### src/rtl/dram_req_arbiter.sv
// Two-requester arbiter/sequencer for a single-outstanding DRAM AXI slave port.
// Latency: req sampled in IDLE -> AR/AW valid next cycle; gnt earliest 2 cycles after req.
// Backpressure: valid held with stable addr/len/id until ready; no arbitration while busy.
//
// Ports: clk/rst (sync, active-high); req/we/addr/len/gnt per requester;
//        AR*/AW* address channels to the slave; R/B handshakes observed for completion;
//        owner steers external W/R data, busy spans grant decision to completion.
// Optional feature: define DRAM_ARB_AGING_EN to enable starvation-avoidance age counters.
module dram_req_arbiter #(
  parameter int ROW_HI  = 22,
  parameter int ROW_LO  = 12,
  parameter int AGE_MAX = 4
) (
  input  logic        clk,
  input  logic        rst,
  input  logic        req0,
  input  logic        we0,
  input  logic [31:0] addr0,
  input  logic [3:0]  len0,
  output logic        gnt0,
  input  logic        req1,
  input  logic        we1,
  input  logic [31:0] addr1,
  input  logic [3:0]  len1,
  output logic        gnt1,
  output logic        ARVALID_M,
  output logic [31:0] ARADDR_M,
  output logic [3:0]  ARLEN_M,
  output logic [7:0]  ARID_M,
  input  logic        ARREADY_M,
  output logic        AWVALID_M,
  output logic [31:0] AWADDR_M,
  output logic [3:0]  AWLEN_M,
  output logic [7:0]  AWID_M,
  input  logic        AWREADY_M,
  input  logic        RVALID_M,
  input  logic        RREADY_M,
  input  logic        RLAST_M,
  input  logic        BVALID_M,
  input  logic        BREADY_M,
  output logic        owner,
  output logic        busy
);

  localparam int ROW_W = ROW_HI - ROW_LO + 1;

  typedef enum logic [1:0] {IDLE, ADDR, RWAIT, BWAIT} state_t;

  state_t             state, state_nxt;
  logic               cmd_we;
  logic [31:0]        cmd_addr;
  logic [3:0]         cmd_len;
  logic               rr;
  logic               row_valid;
  logic [ROW_W-1:0]   last_row;

  logic               any_req;
  logic               both_req;
  logic               hit0, hit1;
  logic               win_both;
  logic               win;
  logic               addr_hs;
  logic               done;

  assign any_req  = req0 | req1;
  assign both_req = req0 & req1;

  // Row hit only counts once a row has actually been opened since reset.
  assign hit0 = row_valid && (addr0[ROW_HI:ROW_LO] == last_row);
  assign hit1 = row_valid && (addr1[ROW_HI:ROW_LO] == last_row);

`ifdef DRAM_ARB_AGING_EN
  logic [2:0] age0, age1;
  logic       old0, old1;

  assign old0 = (age0 == 3'(AGE_MAX));
  assign old1 = (age1 == 3'(AGE_MAX));

  // A starved requester overrides row-hit and rr; if both starved, rr breaks the tie.
  always_comb begin
    win_both = rr;
    if (old0 ^ old1)      win_both = old1;
    else if (!old0 && (hit0 ^ hit1)) win_both = hit1;
  end
`else
  always_comb begin
    win_both = rr;
    if (hit0 ^ hit1) win_both = hit1;
  end
`endif

  // With a single requester it wins outright; only contention consults hit/rr.
  assign win = both_req ? win_both : req1;

  assign addr_hs = (state == ADDR) && (cmd_we ? AWREADY_M : ARREADY_M);
  assign done    = ((state == RWAIT) && RVALID_M && RREADY_M && RLAST_M) ||
                   ((state == BWAIT) && BVALID_M && BREADY_M);

  always_comb begin
    state_nxt = state;
    case (state)
      IDLE:    if (any_req) state_nxt = ADDR;
      ADDR:    if (addr_hs) state_nxt = cmd_we ? BWAIT : RWAIT;
      RWAIT:   if (done)    state_nxt = IDLE;
      BWAIT:   if (done)    state_nxt = IDLE;
      default: state_nxt = IDLE;
    endcase
  end

  always_ff @(posedge clk) begin
    if (rst) begin
      state     <= IDLE;
      cmd_we    <= 1'b0;
      cmd_addr  <= '0;
      cmd_len   <= '0;
      owner     <= 1'b0;
      busy      <= 1'b0;
      rr        <= 1'b0;
      row_valid <= 1'b0;
      last_row  <= '0;
    end else begin
      state <= state_nxt;
      if ((state == IDLE) && any_req) begin
        cmd_we   <= win ? we1   : we0;
        cmd_addr <= win ? addr1 : addr0;
        cmd_len  <= win ? len1  : len0;
        owner    <= win;
        busy     <= 1'b1;
      end
      if (addr_hs) begin
        last_row  <= cmd_addr[ROW_HI:ROW_LO];
        row_valid <= 1'b1;
        rr        <= ~owner;
      end
      if (done) busy <= 1'b0;
    end
  end

`ifdef DRAM_ARB_AGING_EN
  always_ff @(posedge clk) begin
    if (rst) begin
      age0 <= '0;
      age1 <= '0;
    end else if ((state == IDLE) && any_req) begin
      if (win) begin
        age1 <= '0;
        if (req0 && !old0) age0 <= age0 + 3'd1;
      end else begin
        age0 <= '0;
        if (req1 && !old1) age1 <= age1 + 3'd1;
      end
    end
  end
`endif

  assign ARVALID_M = (state == ADDR) && !cmd_we;
  assign AWVALID_M = (state == ADDR) &&  cmd_we;
  assign ARADDR_M  = cmd_addr;
  assign AWADDR_M  = cmd_addr;
  assign ARLEN_M   = cmd_len;
  assign AWLEN_M   = cmd_len;
  assign ARID_M    = {7'b0, owner};
  assign AWID_M    = {7'b0, owner};
  assign gnt0      = addr_hs && !owner;
  assign gnt1      = addr_hs &&  owner;

endmodule

### config.mk
export PLATFORM = sky130hd
export DESIGN_NAME = dram_req_arbiter
export DESIGN_NICKNAME = d
export VERILOG_FILES = /design/src/rtl/dram_req_arbiter.sv
export SDC_FILE = /design/constraint.sdc
export NUM_CORES = 1
export LEC_CHECK = 0
export ABC_AREA = 0
export BUFFER_PORTS_ARGS = -buffer_cell sky130_fd_sc_hd__buf_2
export CAP_MARGIN = 15
export CORE_UTILIZATION = 47
export DETAILED_ROUTE_END_ITERATION = 10
export GPL_TIMING_DRIVEN = 1
export PLACE_DENSITY = 0.94
export SETUP_SLACK_MARGIN = 0.05
export SYNTH_ARGS = -nofsm -noshare
export SYNTH_HDL_FRONTEND = slang
export SYNTH_SLANG_ARGS = --single-unit
### constraint.sdc
create_clock -name clk -period 4.3 [get_ports clk]
set_input_delay 0.215 -clock clk [delete_from_list [all_inputs] [get_ports clk]]
set_output_delay 0.215 -clock clk [all_outputs]
set_load 0.05 [all_outputs]
# == Word-level counts from Yosys, hierarchy flattened ==
# Index checks and enable logic that the tools add are counted.
# word_totals
regBits,54
input_bits,85
out_inout_bits,94
wordCells,52
# classes
n_eq_ne,8
n_mux,11
n_bitwise,4
n_reduce_logical,20
# op_table
op,n
$mux W32,1
$eq A11 B11 Y1,2
$logic_and A1 B1 Y1,13
$mux W2,3
$pmux W2 S3,1
$mux W1,5
$eq A2 B2 Y1 const B,2
$mux W4,1
$ne A2 B2 Y1 const B,2
$reduce_or A2 Y1,2
$reduce_and A3 Y1,1
$eq A2 B1 Y1 const B,1
$logic_not A1 Y1,2
$logic_not A2 Y1,1
$ne A2 B1 Y1 const B,1
$and A1 B1 Y1,1
$logic_or A1 B1 Y1,1
$not A1 Y1,1
$or A1 B1 Y1,1
$xor A1 B1 Y1,1

# == Longest topological paths before layout ==
# Gate-level depths: netlist (run 1).
# depth
depth_word,7
depth_mapped,8
ltp_nobuf,6

# == Least setup slack after synthesis (run 1) ==
# Ideal clock, no wire load.
# synth_path
kind,register -> register
start,register owner
end,register rr
setup_time_ns,0.181
t_arrival_ns,2.020
t_required_ns,4.119
path_slack_ns,2.099
path_stages_with_launch,4
n_path_buf,0
synth_period_minus_slack_ns,2.201
cell_sequence,dfxtp_1 > inv_1 > nor3_1 > nor3_1
# synth_between
elab_chain_len,1
# synth_lines
item,line,rtl
from (decl),41,"output logic owner,"
from (signal assigned),127,owner <= win;
$not A1 Y1,133,rr <= ~owner;
to (signal assigned),133,
to (decl),53,logic rr;
# No other way between the ends.
# A chain may end at the register's enable or synchronous reset.

# == Final worst setup path (run 1) ==
# layout_path
start,register last_row[9]
end,register cmd_addr[12] (netlist: ARADDR_M[12])
# layout_between
elab_chain_len,6
# layout_lines
item,line,rtl
from (decl),55,logic [ROW_W-1:0] last_row;
from (signal assigned),131,last_row <= cmd_addr[ROW_HI:ROW_LO];
$eq A11 B11 Y1 (on tied branches),"69, 70",
$logic_and A1 B1 Y1 (on tied branches),"69, 70",
$xor A1 B1 Y1,88,if (hit0 ^ hit1) win_both = hit1;
$mux W1 (*),88,
$mux W1 (*),93,assign win = both_req ? win_both : req1;
$mux W32 (*),125,cmd_addr <= win ? addr1 : addr0;
to (signal assigned),125,
to (decl),51,logic [31:0] cmd_addr;
# Mark *: on every way between the ends. The rest lies on a longest branch, timed or not.

==> results.tsv, run 1 <==
stage	metric	value	unit
outcome	status	finished, final reports clean	
routing	routed_wl	6870	um
setup_path	critPathKind	register to register	
floorplanning	die-height	81.5	um
setup_path	cp_slowest_stage_delay	0.53	ns
setup_path	slowest_stage	buf_4	
hold_path	hold_path.class	input port to register	
routing	routedWlPerCell	13.4	um
floorplanning	ios	179	
clock_network	clock_latency	0.30	ns
flow_run	cap_violations	0	
power	p_seq_share	37.9	%
finish	seq_area	1080	um^2
clock_network	ctsResizeCount	0	
power	switching_share	46.8	%
finish	n_fill_cell	539	
setup_path	path_cells	xor2_1 -> nor4_2 -> nand4_1 -> o211ai_4 -> buf_4 -> mux2i_1 -> a211oi_1	
logic_synthesis	ys_seq_area_share	36.4	%
clock_network	cts_tree	done	
logic_synthesis	yosysWarnings	0	
power	p_int	856	uW
global_route	grt_max_degree	58	
clock_network	clk_pin_slew	0.09	ns
routing	drt_iter0_drc	101	
timing	fin_crit	2.55	ns
timing	slew_headroom	32.5	%
timing	worstMarginPinSlew	1.01	ns
setup_path	cp-start-kind	register	
finish	area_growth	19.4	%
power	p_sw	753	uW
timing	whs	0.184	ns
finish	multi_input_area	1430	um^2
timing	fin_worst_skew	0.00504	ns
timing	post-route-period-util	59.4	%
finish	nets	524	
logic_synthesis	synthCells	322	
routing	vias	2586	
global_route	use_met3	4.22	%
logic_synthesis	synth.distinct_cells	28	
placement	dp_hpwl	5240	um
timing	finalSetupViolations	0	
global_route	grt_use_met2	35.9	%
power	ir_worst_vdd	267	uV
clock_network	ctsRootBufferMaster	clkbuf_8	
setup_path	required	4.49	ns
routing	via_per_inst	5.03	
power	power	1610	uW
setup_path	worst_ep_arrival_time	2.75	ns
floorplanning	die_w	81.5	um
global_route	grt_pass1_vias	2279	
logic_synthesis	synth.top_cell.area_share	36.4	%
routing	drcViolationCount	0	
global_route	track_usage	20.0	%
power	p_leak	0.00187	uW
power	clkPwrFrac	16.5	%
power	power.density	454	nW/um^2
finish	insertedDiodeCount	0	
power	pwr-share-comb	45.7	%
global_route	grt_remaining_overflow	0	
global_route	grt_pass1_wl	10300	um
global_route	grt_use_met1	23.9	%
global_route	grt_antenna_before_repair	0	
clock_network	cts-hold-fix-buffers	0	
clock_network	cts_buffers	5	
timing	timing.fmax	391	MHz
clock_network	cts_setup_buffers	0	
timing	final_max_slew_viol_count	0	
setup_path	crit_fanout	29	
timing	finalHoldViolCount	0	
placement	place_congestion	0.792	
logic_synthesis	syn_area	2970	um^2
floorplanning	die_area	6640	um^2
logic_synthesis	ys_ff_latch	54	
routing	ant_nets	0	
logic_synthesis	syn_avg_cell_area	9.22	um^2
timing	finalSetupTns	0	ns
finish	drive_above_1_share	40.3	%
routing	dr.pass1.iters	4	
logic_synthesis	synth_largest_area_cell	dfxtp_1	
placement	portBuffers	164	
logic_synthesis	synth.area.top_cells	dfxtp_1, mux2i_1, buf_4, a211oi_1, nor2_1	
clock_network	clock_sinks	54	
setup_path	critPathCaptureType	register	
clock_network	ctsLongestPathBuffers	2	
floorplanning	rows	28	
floorplanning	core	5990	um^2
clock_network	h-tree-depth	2	
floorplanning	start_util	49.6	%
global_route	top_usage_layer	met2	
timing	rsz0062_at_grt	false	
## synthesized netlist by cell type
master / number
o31ai_1: 2
and3_1: 1
a21oi_1: 1
inv_1: 3
and4_1: 1
buf_2: 1
dfxtp_1: 54
a41oi_1: 1
nor4_2: 2
conb_1: 1
xnor2_1: 14
o32a_1: 1
buf_6: 1
buf_4: 53
a211oi_1: 38
nor2b_1: 1
clkbuf_1: 14
nand4_1: 4
nor3_1: 6
nor2_1: 57
xor2_1: 8
o21ai_0: 1
nand2_1: 2
o22a_1: 1
buf_12: 2
nand3_1: 2
o211ai_2: 1
mux2i_1: 49
## registers in the layout, indices dropped and copies added, names as in the netlist
register / cells
ARADDR_M: 32
last_row: 11
rr: 1
state: 2
owner: 1
cmd_we: 1
row_valid: 1
busy: 1
ARLEN_M: 4
## through the flow
stage	util (%)	cell area [um^2]	worst slack [ns]	instances
floorplan	-	3020	2.10	335
global placement	57.9	3470	1.84	507
detailed placement	57.9	3470	1.72	507
CTS	59.2	3550	1.69	514
global route	59.2	3550	1.52	514
finish	59.2	3550	1.75	514
## power by group through the flow
stage	logic, uW	registers (uW)	clock network (uW)
after floorplan	475	785	0
after global placement	727	617	0
after detailed placement	737	622	0
after CTS	738	610	280
after global routing	779	620	301
final	735	609	265
## path summary, 6_finish.rpt
path	to	cells after the start	slack (ns)	from
min	state[0]	4	0.18	ARREADY_M
min reg2reg	busy	2	0.50	busy
max reg2reg	ARADDR_M[12]	7	1.75	last_row[9]
max	ARADDR_M[12]	7	1.75	last_row[9]
## worst max-delay path: cells and delay by family (launching register included)
| family | cells | cell delay [ns] |
|---|---|---|
| and+or+nand+nor | 2 | 0.49 |
| DFF | 1 | 0.34 |
| buffers and inverters | 1 | 0.53 |
| AOI/OAI and AO/OA | 2 | 0.73 |
| muxes | 1 | 0.15 |
| xor gates and xnor gates | 1 | 0.18 |
## kinds of logic after synthesis
| family | Yosys count | synth area share (%) |
|---|---|---|
| xor gates and xnor gates | 22 | 6.49 |
| other | 1 | 0.126 |
| buffers and inverters | 74 | 17.4 |
| and+or+nand+nor | 76 | 11.2 |
| muxes | 49 | 16.5 |
| AOI/OAI and AO/OA | 46 | 11.8 |
| DFF | 54 | 36.4 |
## per-layer routing
| layer | part of all wire, % | up-vias | wire length [um] |
|---|---|---|---|
| li1 | - | 1290 | - |
| met1 | 43 | 1181 | 2950 |
| met2 | 50 | 107 | 3430 |
| met3 | 6.4 | 8 | 437 |
| met4 | 0.89 | 0 | 61 |
| met5 | 0 | - | 0 |
## cells in the final DEF (no fill, tap or decap)
cell      netlist  final
clkbuf_1       14      2
mux2i_1        49     49
dfxtp_1        54     54
nand3_1         2      2
nand4_1         4      4
nor2_1         57     57
a211oi_1       38     38
xor2_1          8      8
and4_1          1      1
nor3_2          0      1
and3_1          1      1
o32a_1          1      1
a41oi_1         1      1
buf_2           1    164
nor3_1          6      5
o31ai_1         2      2
nand2_1         2      2
clkbuf_8        0      5
nor4_2          2      2
o21ai_0         1      1
nor2b_1         1      1
o22a_1          1      1
buf_4          53      4
o211ai_4        0      1
xnor2_1        14     14
a21oi_1         1      1
conb_1          1     14
inv_1           3      3
## area by class of cell
cell class	instances	area share [%]
multi-input combinational	207	40.4
timing repair buffer	168	24.0
inverter	3	0.318
sequential	54	30.5
tap	75	2.65
clock buffer	7	2.15
Power figures use the tool's default switching activity.
==> run 2: changes to the inputs <==
CORE_UTILIZATION = 44   (was 47)
PLACE_DENSITY = 0.89   (was 0.94)
clock period = 2.4 ns   (was 4.3 ns; I/O delays follow)
==> results.tsv, run 2 (same netlist as run 1, synthesis figures left out) <==
stage	metric	value	unit
floorplanning	die-height	84.1	um
power	power	2920	uW
clock_network	ctsResizeCount	0	
outcome	violations	design-rule violations	
clock_network	cts_setup_buffers	0	
setup_path	cp_slowest_stage_delay	0.35	ns
placement	dpl-instance-area	3500	um^2
finish	insertedDiodeCount	0	
floorplanning	ios	179	
setup_path	crit_fanout	16	
power	power.density	813	nW/um^2
timing	post-route-period-util	86.0	%
finish	final_cell_mix	buf_2, nor2_1, dfxtp_1, mux2i_1, a211oi_1	
clock_network	clock_sinks	54	
floorplanning	core	6420	um^2
timing	rsz0062_at_grt	false	
placement	dp_hpwl	5260	um
floorplanning	start_util	46.2	%
routing	routedWlPerCell	13.0	um
global_route	grt_antenna_before_repair	0	
finish	final_area	3590	um^2
clock_network	ctsLongestPathBuffers	2	
placement	place_congestion	0.827	
global_route	grt_max_degree	55	
power	p_leak	0.00189	uW
clock_network	cts_tree	done	
timing	slew_headroom	64.3	%
placement	pre_cts_slack	0.342	ns
floorplanning	die_area	7080	um^2
timing	fin_crit	2.06	ns
global_route	grt_pass1_vias	2335	
clock_network	cts-hold-fix-buffers	0	
routing	routed_wl	6770	um
finish	n_fill_cell	585	
setup_path	slowest_stage	dfxtp_1	
timing	timing.fmax	485	MHz
global_route	grt_pass1_wl	10800	um
global_route	grt_remaining_overflow	0	
global_route	track_usage	19.0	%
routing	drcViolationCount	28	
setup_path	path_cells	xor2_1 -> nor4_2 -> nand4_1 -> o211ai_4 -> buf_4 -> mux2i_1 -> a211oi_1	
floorplanning	rows	29	
timing	fin_worst_skew	0.00792	ns
routing	vias	2545	
routing	drt_iter0_drc	70	
flow_run	cap_violations	0	
timing	whs	0.0972	ns
floorplanning	die_w	84.1	um
clock_network	cts_buffers	5	
placement	portBuffers	164	
setup_path	critPathCaptureType	register	
timing	finalSetupTns	0	ns
timing	finalSetupViolations	0	
timing	worstMarginPinSlew	0.536	ns
clock_network	clock_latency	0.30	ns
outcome	status	complete, but fails checks	
hold_path	hold_path.class	input port to register	
setup_path	critPathKind	register to register	
setup_path	cp-start-kind	register	
routing	dr.pass1.iters	8	
finish	nets	526	
routing	wl_met3	486	um
power	ir_worst_vdd	415	uV
clock_network	clk_pin_slew	0.09	ns
timing	fin_ws	0.336	ns
timing	finalHoldViolCount	0	
finish	largest_register_ffs	32	
routing	highest_layer	met4	
routing	via_per_inst	4.90	
clock_network	h-tree-depth	2	
clock_network	ctsRootBufferMaster	clkbuf_8	
setup_path	worst_ep_arrival_time	2.23	ns
setup_path	required	2.57	ns
routing	wl_met2	3340	um
timing	final_max_slew_viol_count	0	
finish	area_growth	20.9	%
routing	ant_nets	0	
finish	final_common_cell	buf_2	
finish	drive_above_1_share	41.0	%
routing	drt-met1-wl	2850	um
[run 2: cell types whose count changed in the layout (fill, tap and decap cells not counted)]
cell and delta:
clkbuf_8 +1, buf_12 +1, clkbuf_1 -1, buf_4 +1, clkinv_2 +1
[run 2: critical path: cells and delay by family, from the launching register on]
family | cells | cell delay (ns)
XOR/XNOR | 1 | 0.17
multiplexers | 1 | 0.26
buffers and inverters | 1 | 0.32
AND/OR/NAND/NOR | 2 | 0.51
flip-flops | 1 | 0.35
AO/OA/AOI/OAI | 2 | 0.31
[run 2: area by class of cell]
class	instances	area, um^2	area share, %
clock buffer	7	86.3	2.40
multi-input combinational	207	1430	39.9
clock inverter	1	5.00	0.139
inverter	3	11.3	0.314
sequential	54	1080	30.1
tap	77	96.3	2.68
timing repair buffer	170	878	24.5
[run 2: final timing paths]
kind	start	slack [ns]	cells past startpoint	end
worst max-delay path	last_row[7]	0.34	7	ARADDR_M[6]
worst min-delay path	ARREADY_M	0.1	4	state[0]
worst max register to register	last_row[7]	0.34	7	ARADDR_M[6]
worst min register to register	rr	0.50	2	rr
[run 2: routing by layer]
| layer | GRT usage [%] | vias up |
|---|---|---|
| li1 | - | 1288 |
| met5 | 0 | - |
| met1 | 22.2 | 1134 |
| met3 | 3.74 | 12 |
| met4 | 4.55 | 0 |
| met2 | 35.4 | 111 |
[run 2: stage by stage]
stage,instances,utilization (%)
2_1_floorplan,335,-
3_3_place_gp,511,54.5
3_5_place_dp,511,54.5
4_1_cts,519,55.9
5_1_grt,519,55.9
6_report,519,55.9
[run 2: report_power, final]
group	leakage [uW]	total [uW]	internal [uW]	switching, uW
Sequential	0.000446	1090	1000	88.0
Combinational	0.00140	1320	334	986
Clock	0.0000482	509	233	276
